File: src/rtl/adder_share_ctrl_pkg.sv
// Shared types and default sizing for the shared-adder controller.
// Latency: n/a (types and constants only).
// Backpressure: n/a.
package adder_share_pkg;

   typedef enum logic [1:0] {IDLE, CALC, RESP} state_e;

   localparam int DEF_WIDTH   = 8;
   localparam int DEF_NUM_REQ = 4;

endpackage

File: src/rtl/adder_share_ctrl_if.sv
// Request/response bundle between the requesters and the shared-adder controller.
// Latency: n/a (wires only).
// Backpressure: req_ready grants one requester; rsp_ready stalls the response.
interface adder_share_ctrl_if #(
   parameter int WIDTH   = 8,
   parameter int NUM_REQ = 4
);
   localparam int ID_W = $clog2(NUM_REQ);

   logic [NUM_REQ-1:0]       req_valid;
   logic [NUM_REQ-1:0]       req_ready;
   logic [NUM_REQ*WIDTH-1:0] req_a;
   logic [NUM_REQ*WIDTH-1:0] req_b;
   logic                     rsp_valid;
   logic                     rsp_ready;
   logic [ID_W-1:0]          rsp_id;
   logic [WIDTH-1:0]         rsp_result;
   logic                     rsp_overflow;

   // controller side
   modport slave (
      input  req_valid, req_a, req_b, rsp_ready,
      output req_ready, rsp_valid, rsp_id, rsp_result, rsp_overflow
   );

   // requester side
   modport master (
      output req_valid, req_a, req_b, rsp_ready,
      input  req_ready, rsp_valid, rsp_id, rsp_result, rsp_overflow
   );
endinterface

File: src/rtl/adder.sv
// Plain combinational adder, result truncated to WIDTH bits.
// Latency: 0 cycles (combinational).
// Backpressure: none.
module adder #(
   parameter int WIDTH = 8
) (
   output logic [WIDTH-1:0] result,
   input  logic [WIDTH-1:0] a,
   input  logic [WIDTH-1:0] b
);
   assign result = a + b;
endmodule

File: src/rtl/adder_share_ctrl_arb.sv
// Round-robin pick: first set request at or after rr_ptr_i, wrapping modulo NUM_REQ.
// Latency: 0 cycles (combinational).
// Backpressure: none; the caller decides whether the grant is used.
module rr_arbiter #(
   parameter int NUM_REQ = 4,
   parameter int ID_W    = $clog2(NUM_REQ)
) (
   input  logic [NUM_REQ-1:0] req_i,
   input  logic [ID_W-1:0]    rr_ptr_i,
   output logic [NUM_REQ-1:0] gnt_o,
   output logic [ID_W-1:0]    gnt_id_o
);
   logic [ID_W:0]   pos;
   logic [ID_W-1:0] idx;
   logic            found;

   // scan from the pointer upward; the first hit wins, later hits are ignored
   always_comb begin
      gnt_o    = '0;
      gnt_id_o = '0;
      found    = 1'b0;
      pos      = '0;
      idx      = '0;
      for (int k = 0; k < NUM_REQ; k++) begin
         pos = {1'b0, rr_ptr_i} + (ID_W+1)'(k);
         if (pos >= (ID_W+1)'(NUM_REQ)) pos = pos - (ID_W+1)'(NUM_REQ);
         idx = pos[ID_W-1:0];
         if (!found && req_i[idx]) begin
            found      = 1'b1;
            gnt_o[idx] = 1'b1;
            gnt_id_o   = idx;
         end
      end
   end
endmodule

File: src/rtl/adder_share_ctrl.sv
// Time-shares one adder between NUM_REQ requesters with round-robin arbitration.
// Latency: accept in cycle N, response valid from cycle N+2; one op per 3 cycles.
// Backpressure: response held until rsp_ready; no request accepted meanwhile.
module adder_share_ctrl
   import adder_share_pkg::*;
#(
   parameter int WIDTH   = DEF_WIDTH,
   parameter int NUM_REQ = DEF_NUM_REQ
) (
   input  logic                clk,
   input  logic                rst_n,
   adder_share_ctrl_if.slave   bus,
   output logic                busy
);
   localparam int ID_W = $clog2(NUM_REQ);

   state_e             state_q, state_d;
   logic [WIDTH-1:0]   op_a_q, op_a_d;
   logic [WIDTH-1:0]   op_b_q, op_b_d;
   logic [ID_W-1:0]    gid_q, gid_d;
   logic [ID_W-1:0]    ptr_q, ptr_d;
   logic [WIDTH-1:0]   res_q, res_d;
   logic               ovf_q, ovf_d;
   logic [NUM_REQ-1:0] arb_gnt;
   logic [ID_W-1:0]    arb_id;
   logic [NUM_REQ-1:0] req_rdy;
   logic [WIDTH-1:0]   sum;

   rr_arbiter #(.NUM_REQ(NUM_REQ), .ID_W(ID_W)) u_arb (
      .req_i    (bus.req_valid),
      .rr_ptr_i (ptr_q),
      .gnt_o    (arb_gnt),
      .gnt_id_o (arb_id)
   );

   adder #(.WIDTH(WIDTH)) u_adder (
      .result (sum),
      .a      (op_a_q),
      .b      (op_b_q)
   );

   // next-state logic: grant in IDLE, capture sum in CALC, hold until taken in RESP
   always_comb begin
      state_d = state_q;
      op_a_d  = op_a_q;
      op_b_d  = op_b_q;
      gid_d   = gid_q;
      ptr_d   = ptr_q;
      res_d   = res_q;
      ovf_d   = ovf_q;
      req_rdy = '0;
      case (state_q)
         IDLE: begin
            if (|bus.req_valid) begin
               req_rdy = arb_gnt;
               gid_d   = arb_id;
               for (int i = 0; i < NUM_REQ; i++) begin
                  if (arb_gnt[i]) begin
                     op_a_d = bus.req_a[i*WIDTH +: WIDTH];
                     op_b_d = bus.req_b[i*WIDTH +: WIDTH];
                  end
               end
               state_d = CALC;
            end
         end
         CALC: begin
            res_d   = sum;
            // unsigned add wrapped iff the truncated sum is below either operand
            ovf_d   = (sum < op_a_q);
            state_d = RESP;
         end
         RESP: begin
            if (bus.rsp_ready) begin
               // the requester just served drops to lowest priority
               ptr_d   = (gid_q == ID_W'(NUM_REQ-1)) ? '0 : gid_q + ID_W'(1);
               state_d = IDLE;
            end
         end
         default: state_d = IDLE;
      endcase
   end

   // state and datapath registers; reset discards any in-flight op
   always_ff @(posedge clk or negedge rst_n) begin
      if (!rst_n) begin
         state_q <= IDLE;
         op_a_q  <= '0;
         op_b_q  <= '0;
         gid_q   <= '0;
         ptr_q   <= '0;
         res_q   <= '0;
         ovf_q   <= 1'b0;
      end else begin
         state_q <= state_d;
         op_a_q  <= op_a_d;
         op_b_q  <= op_b_d;
         gid_q   <= gid_d;
         ptr_q   <= ptr_d;
         res_q   <= res_d;
         ovf_q   <= ovf_d;
      end
   end

   // grant is forced low while reset is asserted, even though state already reads IDLE
   assign bus.req_ready    = rst_n ? req_rdy : '0;
   assign bus.rsp_valid    = (state_q == RESP);
   assign bus.rsp_id       = gid_q;
   assign bus.rsp_result   = res_q;
   assign bus.rsp_overflow = ovf_q;
   assign busy             = (state_q != IDLE);
endmodule

File: src/flat_wrapper.sv
// flat-port wrapper written by rule: the top's interface ports become plain ports
module adder_share_ctrl_flat import adder_share_pkg::*;
#(
   parameter int WIDTH   = DEF_WIDTH,
   parameter int NUM_REQ = DEF_NUM_REQ
)
  (clk, rst_n, busy, bus_req_valid, bus_req_a, bus_req_b, bus_rsp_ready, bus_req_ready, bus_rsp_valid, bus_rsp_id, bus_rsp_result, bus_rsp_overflow);
  adder_share_ctrl_if #(.WIDTH(WIDTH), .NUM_REQ(NUM_REQ)) bus_i ();
  input  logic clk;
  input  logic rst_n;
  output logic busy;
  input wire logic [$bits(bus_i.req_valid)-1:0] bus_req_valid;
  input wire logic [$bits(bus_i.req_a)-1:0] bus_req_a;
  input wire logic [$bits(bus_i.req_b)-1:0] bus_req_b;
  input wire logic [$bits(bus_i.rsp_ready)-1:0] bus_rsp_ready;
  output wire logic [$bits(bus_i.req_ready)-1:0] bus_req_ready;
  output wire logic [$bits(bus_i.rsp_valid)-1:0] bus_rsp_valid;
  output wire logic [$bits(bus_i.rsp_id)-1:0] bus_rsp_id;
  output wire logic [$bits(bus_i.rsp_result)-1:0] bus_rsp_result;
  output wire logic [$bits(bus_i.rsp_overflow)-1:0] bus_rsp_overflow;
  assign bus_i.req_valid = bus_req_valid;
  assign bus_i.req_a = bus_req_a;
  assign bus_i.req_b = bus_req_b;
  assign bus_i.rsp_ready = bus_rsp_ready;
  assign bus_req_ready = bus_i.req_ready;
  assign bus_rsp_valid = bus_i.rsp_valid;
  assign bus_rsp_id = bus_i.rsp_id;
  assign bus_rsp_result = bus_i.rsp_result;
  assign bus_rsp_overflow = bus_i.rsp_overflow;
  adder_share_ctrl #(.WIDTH(WIDTH), .NUM_REQ(NUM_REQ)) u_core (.clk(clk), .rst_n(rst_n), .bus(bus_i), .busy(busy));
endmodule
File: config.mk
export PLATFORM = sky130hd
export DESIGN_NAME = adder_share_ctrl_flat
export DESIGN_NICKNAME = d
export VERILOG_FILES = /design/src/rtl/adder_share_ctrl_pkg.sv /design/src/rtl/adder_share_ctrl_if.sv /design/src/rtl/adder.sv /design/src/rtl/adder_share_ctrl_arb.sv /design/src/rtl/adder_share_ctrl.sv /design/src/flat_wrapper.sv
export SDC_FILE = /design/constraint.sdc
export NUM_CORES = 1
export LEC_CHECK = 0
export CAP_MARGIN = 20
export CORE_UTILIZATION = 45
export DETAILED_ROUTE_END_ITERATION = 6
export PLACE_DENSITY_LB_ADDON = 0.12
export SYNTH_ARGS = -nofsm -noshare
export SYNTH_HDL_FRONTEND = slang
export SYNTH_HIERARCHICAL = 1
export SYNTH_SLANG_ARGS = --single-unit
export TNS_END_PERCENT = 1
File: constraint.sdc
create_clock -name clk -period 4.25 [get_ports clk]
set_input_delay 0.425 -clock clk [delete_from_list [all_inputs] [get_ports clk]]
set_output_delay 0.425 -clock clk [all_outputs]
set_load 0.01 [all_outputs]
# ---- Word level (Yosys, flattened, before mapping)
# Index checks and enable logic that the tools add are counted.
dict set report word_totals {
  out_inout_bits 17
  register_bits 31
  elab_cells 101
}
dict set report op_classes {
  addsub 9
  n_reduce_logical 18
  n_eq_ne 5
  muxes 46
  n_bitwise 3
  magnitude_cmp 13
}
# cell n
set op_table {}
lappend op_table {{$mux 8} 8}
lappend op_table {{$mux 4} 7}
lappend op_table {{$mux 2} 11}
lappend op_table {{$lt 2x3->1 const B} 4}
lappend op_table {{$or 4x4->4} 3}
lappend op_table {{$mux 1} 11}
lappend op_table {{$ge 3x3->1 const B} 3}
lappend op_table {{$add 8x8->8} 1}
lappend op_table {{$bmux 1 s2} 4}
lappend op_table {{$demux 1 s2} 4}
lappend op_table {{$ge 2x1->1 const B} 4}
lappend op_table {{$lt 8x8->1} 1}
lappend op_table {{$sub 2x1->2 const B} 4}
lappend op_table {{$logic_and 1x1->1} 7}
lappend op_table {{$add 2x2->3 const B} 2}
lappend op_table {{$pmux 2 s3} 1}
lappend op_table {{$reduce_and 2->1} 3}
lappend op_table {{$eq 2x2->1 const B} 2}
lappend op_table {{$reduce_bool 4->1} 1}
lappend op_table {{$reduce_or 4->1} 1}
lappend op_table {{$add 2x1->3 const B} 1}
lappend op_table {{$ge 2x3->1 const B} 1}
lappend op_table {{$logic_not 1->1} 3}
lappend op_table {{$reduce_and 3->1} 1}
lappend op_table {{other kinds (6)} 6}

# ---- Longest topological paths before layout
dict set report logic_depth {
  ltp_word 18
  ltp_mapped 13
  depth_no_buf 11
}

# ---- By module
# Netlist, hierarchy kept.
# module area_each_um2 n_inst seq_area_each_um2 cells_each
set by_module_without_submodules {}
lappend by_module_without_submodules {adder_share_ctrl 1811.7 1 775.7 158}
lappend by_module_without_submodules {rr_arbiter 439.2 1 0.0 48}
lappend by_module_without_submodules {adder 331.6 1 0.0 42}

# ---- Worst setup path before layout
# No wires, ideal clock.
dict set report synth_path {
  path_kind {register to register}
  from {register u_core.ptr_q[0]}
  to {register u_core.op_a_q[0]}
  synth_period_minus_slack_ns 3.098
  slack_ns 1.152
  arrival_time_ns 2.973
  path_stages_with_launch 13
  required_time_ns 4.125
  setup_ns 0.125
  cell_sequence {dfrtp_1 -> buf_6 -> inv_1 -> ha_1 -> mux4_2 -> nor2b_4 -> a221oi_1 -> o2bb2ai_1 -> clkinv_1 -> buf_2 -> o22ai_1 -> a21oi_1 -> mux2_4}
}
# item line
set synth_rtl {}
lappend synth_rtl {{start, declared} adder_share_ctrl.sv:21} ;# logic [ID_W-1:0] ptr_q, ptr_d;
lappend synth_rtl {{start signal, assigned} adder_share_ctrl.sv:98} ;# ptr_q <= ptr_d;
lappend synth_rtl {{branches (longest 13 deep; another with $add 2x1->3)} -}
lappend synth_rtl {{$mux 4 *} adder_share_ctrl_arb.sv:28} ;# if (!found && req_i[idx]) begin
lappend synth_rtl {{via u_core.arb_gnt[3]} adder_share_ctrl.sv:24} ;# logic [NUM_REQ-1:0] arb_gnt;
lappend synth_rtl {{$reduce_bool 4->1 (no source line)} -}
lappend synth_rtl {{$reduce_and 3->1 (no source line)} -}
lappend synth_rtl {{end signal, assigned} adder_share_ctrl.sv:95} ;# op_a_q <= op_a_d;
lappend synth_rtl {{end, declared} adder_share_ctrl.sv:18} ;# logic [WIDTH-1:0] op_a_q, op_a_d;
# Mark *: on every way through the listed nets, which the timed path passes. The select of a mux whose other input is x is not followed.
# A chain may end at the register's enable or synchronous reset.

# ---- Final worst setup path
dict set report layout_path {
  from {register u_core.ptr_q[1]}
  to {output bus_req_ready[3]}
}
dict set report layout_via {
  elab_chain_len 17
}
# item line
set layout_rtl {}
lappend layout_rtl {{branches (longest 13 deep; another with $add 2x1->3)} -}
lappend layout_rtl {{$mux 4 *} adder_share_ctrl_arb.sv:28}
lappend layout_rtl {{via u_core.arb_gnt[3]} adder_share_ctrl.sv:24}
lappend layout_rtl {{$mux 4 *} adder_share_ctrl.sv:54} ;# if (|bus.req_valid) begin
lappend layout_rtl {{$mux 4 *} adder_share_ctrl.sv:52} ;# case (state_q)
lappend layout_rtl {{$mux 4 *} adder_share_ctrl.sv:105} ;# assign bus.req_ready = rst_n ? req_rdy : '0;
lappend layout_rtl {{end, declared} flat_wrapper.sv:16} ;# output wire logic [$bits(bus_i.req_ready)-1:0] bus_req_ready;
# Marked as above.

==> results.ini <==
[global_route]
grt_first_pass_wirelength_mm = 11.1
grt_pass1_vias = 2387
grt_use_total_pct = 23.5
grt_max_degree = 36
antenna_found_initial = 0
grt_overflow_total = 0

[drt]
drt-initial-drc-count = 94
viasPerCell = 5.61
ant_nets = 0
drt-total-wl_mm = 6.66
first_pass_iters = 4
vias = 2311
wire_per_inst_um = 16.2
route.detailed.drc = 0

[layout]
final.fill_count = 471
instances_no_fill = 412
mostFrequentLayoutCells = clkdlybuf4s50_1, dfrtp_1, mux2i_1, ha_1, mux2_2
multiInputGateArea_um2 = 1680
final_util_pct = 66.2
antenna_cells = 0
drive_gt1_share_pct = 14.1
final_nets = 431
area_growth_pct = 41.2
final_common_cell = clkdlybuf4s50_1
seq_area_um2 = 776

[clocking]
postCtsSetupBuffers = 0
cts-resized-gates = 0
hold_buffers = 0
clkTransAtPathRegs_ns = 0.07
cts_tree = done
worstSkewPairLatency_ns = 0.28
h-tree-depth = 2
cts_buffer_depth = 2
numCtsBuffers = 5
clock_sinks = 31
root_buffer = clkbuf_8

[power]
p_leak_nw = 1.53
p_total_mw = 3.39
powerDensity_nw_per_um2 = 929
ir_drop_mv = 0.561

[logic_synthesis]
ys.flop_type = dfrtp_1
synth_area_um2 = 2580
postSynthCellCount = 248
synth_top_cell_area_share_pct = 30.0
synth_area_leaders = dfrtp_1, ha_1, mux2i_1, mux2_2, mux4_2
synth_fp_nets = 340
yosysWarnings = 6
ys_seq_area_share_pct = 30.0
avgSynthCellArea_um2 = 10.4
synth-seq-cells = 31
yosys.cell_types.count = 51
synth_area_leader_cell = dfrtp_1
postSynth.asyncResetShare_pct = 100
synth-edff-count = 0

[critical_path]
critical_path_required_ns = 3.83
path_cells = inv_1, ha_1, mux4_2, nor2b_4, a221oi_1, o2bb2ai_1, and3_1, clkdlybuf4s50_1
slowest_delay_ns = 0.57
crit_fanout = 10
worst_ep_arrival_time_ns = 3.45
reg2reg_depth = 11
cp-end-kind = output port
worstSetupPathType = register to output port
critPathSlowestCell = dfrtp_1
start_kind = register

[placed_design]
dp_hpwl_mm = 5.15
port-buffer-count = 87
place_congestion = 0.820
dp.cells = 404
dp_slack_ns = 0.674

[die]
fp.dieArea_um2 = 6050
initial_core_util_pct = 46.9
fp.dieH_um = 77.8
core_area_um2 = 5510
rows = 27
ioPinCount = 88
die_width_um = 77.8

[sta]
slew_viol_final = 0
skew_ns = 0.00325
grt_setup_unrepaired = no
hold_violations = 0
max_freq_mhz = 258
setup_tns_ns = 0
setup_viol_count_final = 0
maxSlewHeadroom_pct = 57.0
worst_pin_slew_ns = 0.645
fin_crit_sh_pct = 91.2
period_needed_ns = 3.88
fin_ws_ns = 0.373

[run]
cap_violations = 0

[status]
run_status = completed

[worst_hold_path]
min_path_type = register to register
hold_depth = 1

final timing paths:
| path | slack [ns] | endpoint | startpoint |
|---|---|---|---|
| worst max-delay path | 0.37 | bus_req_ready[3] | u_core/ptr_q[1]$_DFFE_PN0P_ |
| worst min-delay path | 0.51 | u_core/bus.rsp_result[7]$_DFFE_PN0N_ | u_core/bus.rsp_result[7]$_DFFE_PN0N_ |
| worst max register to register | 0.64 | u_core/op_b_q[1]$_DFFE_PN0P_ | u_core/ptr_q[1]$_DFFE_PN0P_ |
| worst min register to register | 0.51 | u_core/bus.rsp_result[7]$_DFFE_PN0N_ | u_core/bus.rsp_result[7]$_DFFE_PN0N_ |
| max in group asynchronous | 3.40 | u_core/bus.rsp_result[7]$_DFFE_PN0N_ | rst_n |
| min in group asynchronous | 0.55 | u_core/ptr_q[0]$_DFFE_PN0P_ | rst_n |
routing by layer:
layer	part of all wire [%]	vias to the layer above	global-route usage, %
met5	0	-	0
met2	50	87	42.2
met3	5.2	9	4.12
met1	43	1088	28.5
li1	-	1127	-
met4	1.1	0	6.60
area by class of cell:
class	instances	area share (%)
clock inverter	2	0.961
tap	72	2.47
inverter	17	1.75
multi-input combinational	191	46.2
clock buffer	6	2.26
sequential	31	21.3
timing repair buffer	93	25.1
through the flow:
stage	hold slack (ns)	area [um^2]
2_1_floorplan	0.129	2580
3_3_place_gp	0.489	3530
3_5_place_dp	0.499	3530
4_1_cts	0.510	3650
5_1_grt	0.516	3650
6_report	0.507	3650
synthesized netlist by cell type, drive strengths merged (5+ instances only):
| cell type | number |
|---|---|
| o21ai | 6 |
| dfrtp | 31 |
| a21oi | 15 |
| o2bb2ai | 6 |
| a221oi | 6 |
| nand2 | 16 |
| nor2b | 7 |
| buf | 8 |
| mux2i | 23 |
| mux2 | 21 |
| ha | 20 |
| inv | 16 |
| o22ai | 9 |
| nand2b | 5 |
| o221ai | 6 |
| nor2 | 6 |
sequential cells by signal (all words and copies together) (netlist names):
name,count
u_core/bus.rsp_id,2
u_core/ptr_q,2
u_core/op_b_q,8
u_core/bus.rsp_result,8
u_core/state_q,2
u_core/op_a_q,8
u_core/bus.rsp_overflow,1
power breakdown:
part	leakage, nW	internal [mW]	total, mW	switching, mW
Sequential	0.360	0.462	0.574	0.113
Combinational	1.11	1.22	2.51	1.29
Clock	0.0612	0.190	0.301	0.112
Total	1.53	1.87	3.39	1.52
logic make-up (layout without fill, tap and decap cells):
kind of cell / count (synthesis) / count (layout) / synth area share [%]
DFF: 31 / 31 / 30.0
adders and majority gates: 21 / 21 / 10.5
muxes: 48 / 48 / 21.9
and+or+nand+nor: 50 / 50 / 12.6
AOI/OAI and AO/OA: 68 / 68 / 18.7
buffers and inverters: 26 / 118 / 5.04
xor gates and xnor gates: 4 / 4 / 1.36
critical path: cells and delay by family (launching register included):
kind,cells,cell delay [ns]
buffers and inverters,2,0.69
adders and majority gates,1,0.44
AOI/OAI and AO/OA,2,0.53
and+or+nand+nor,2,0.47
muxes,1,0.47
DFF,1,0.57
No activity file was read; power rests on OpenSTA's default activity.
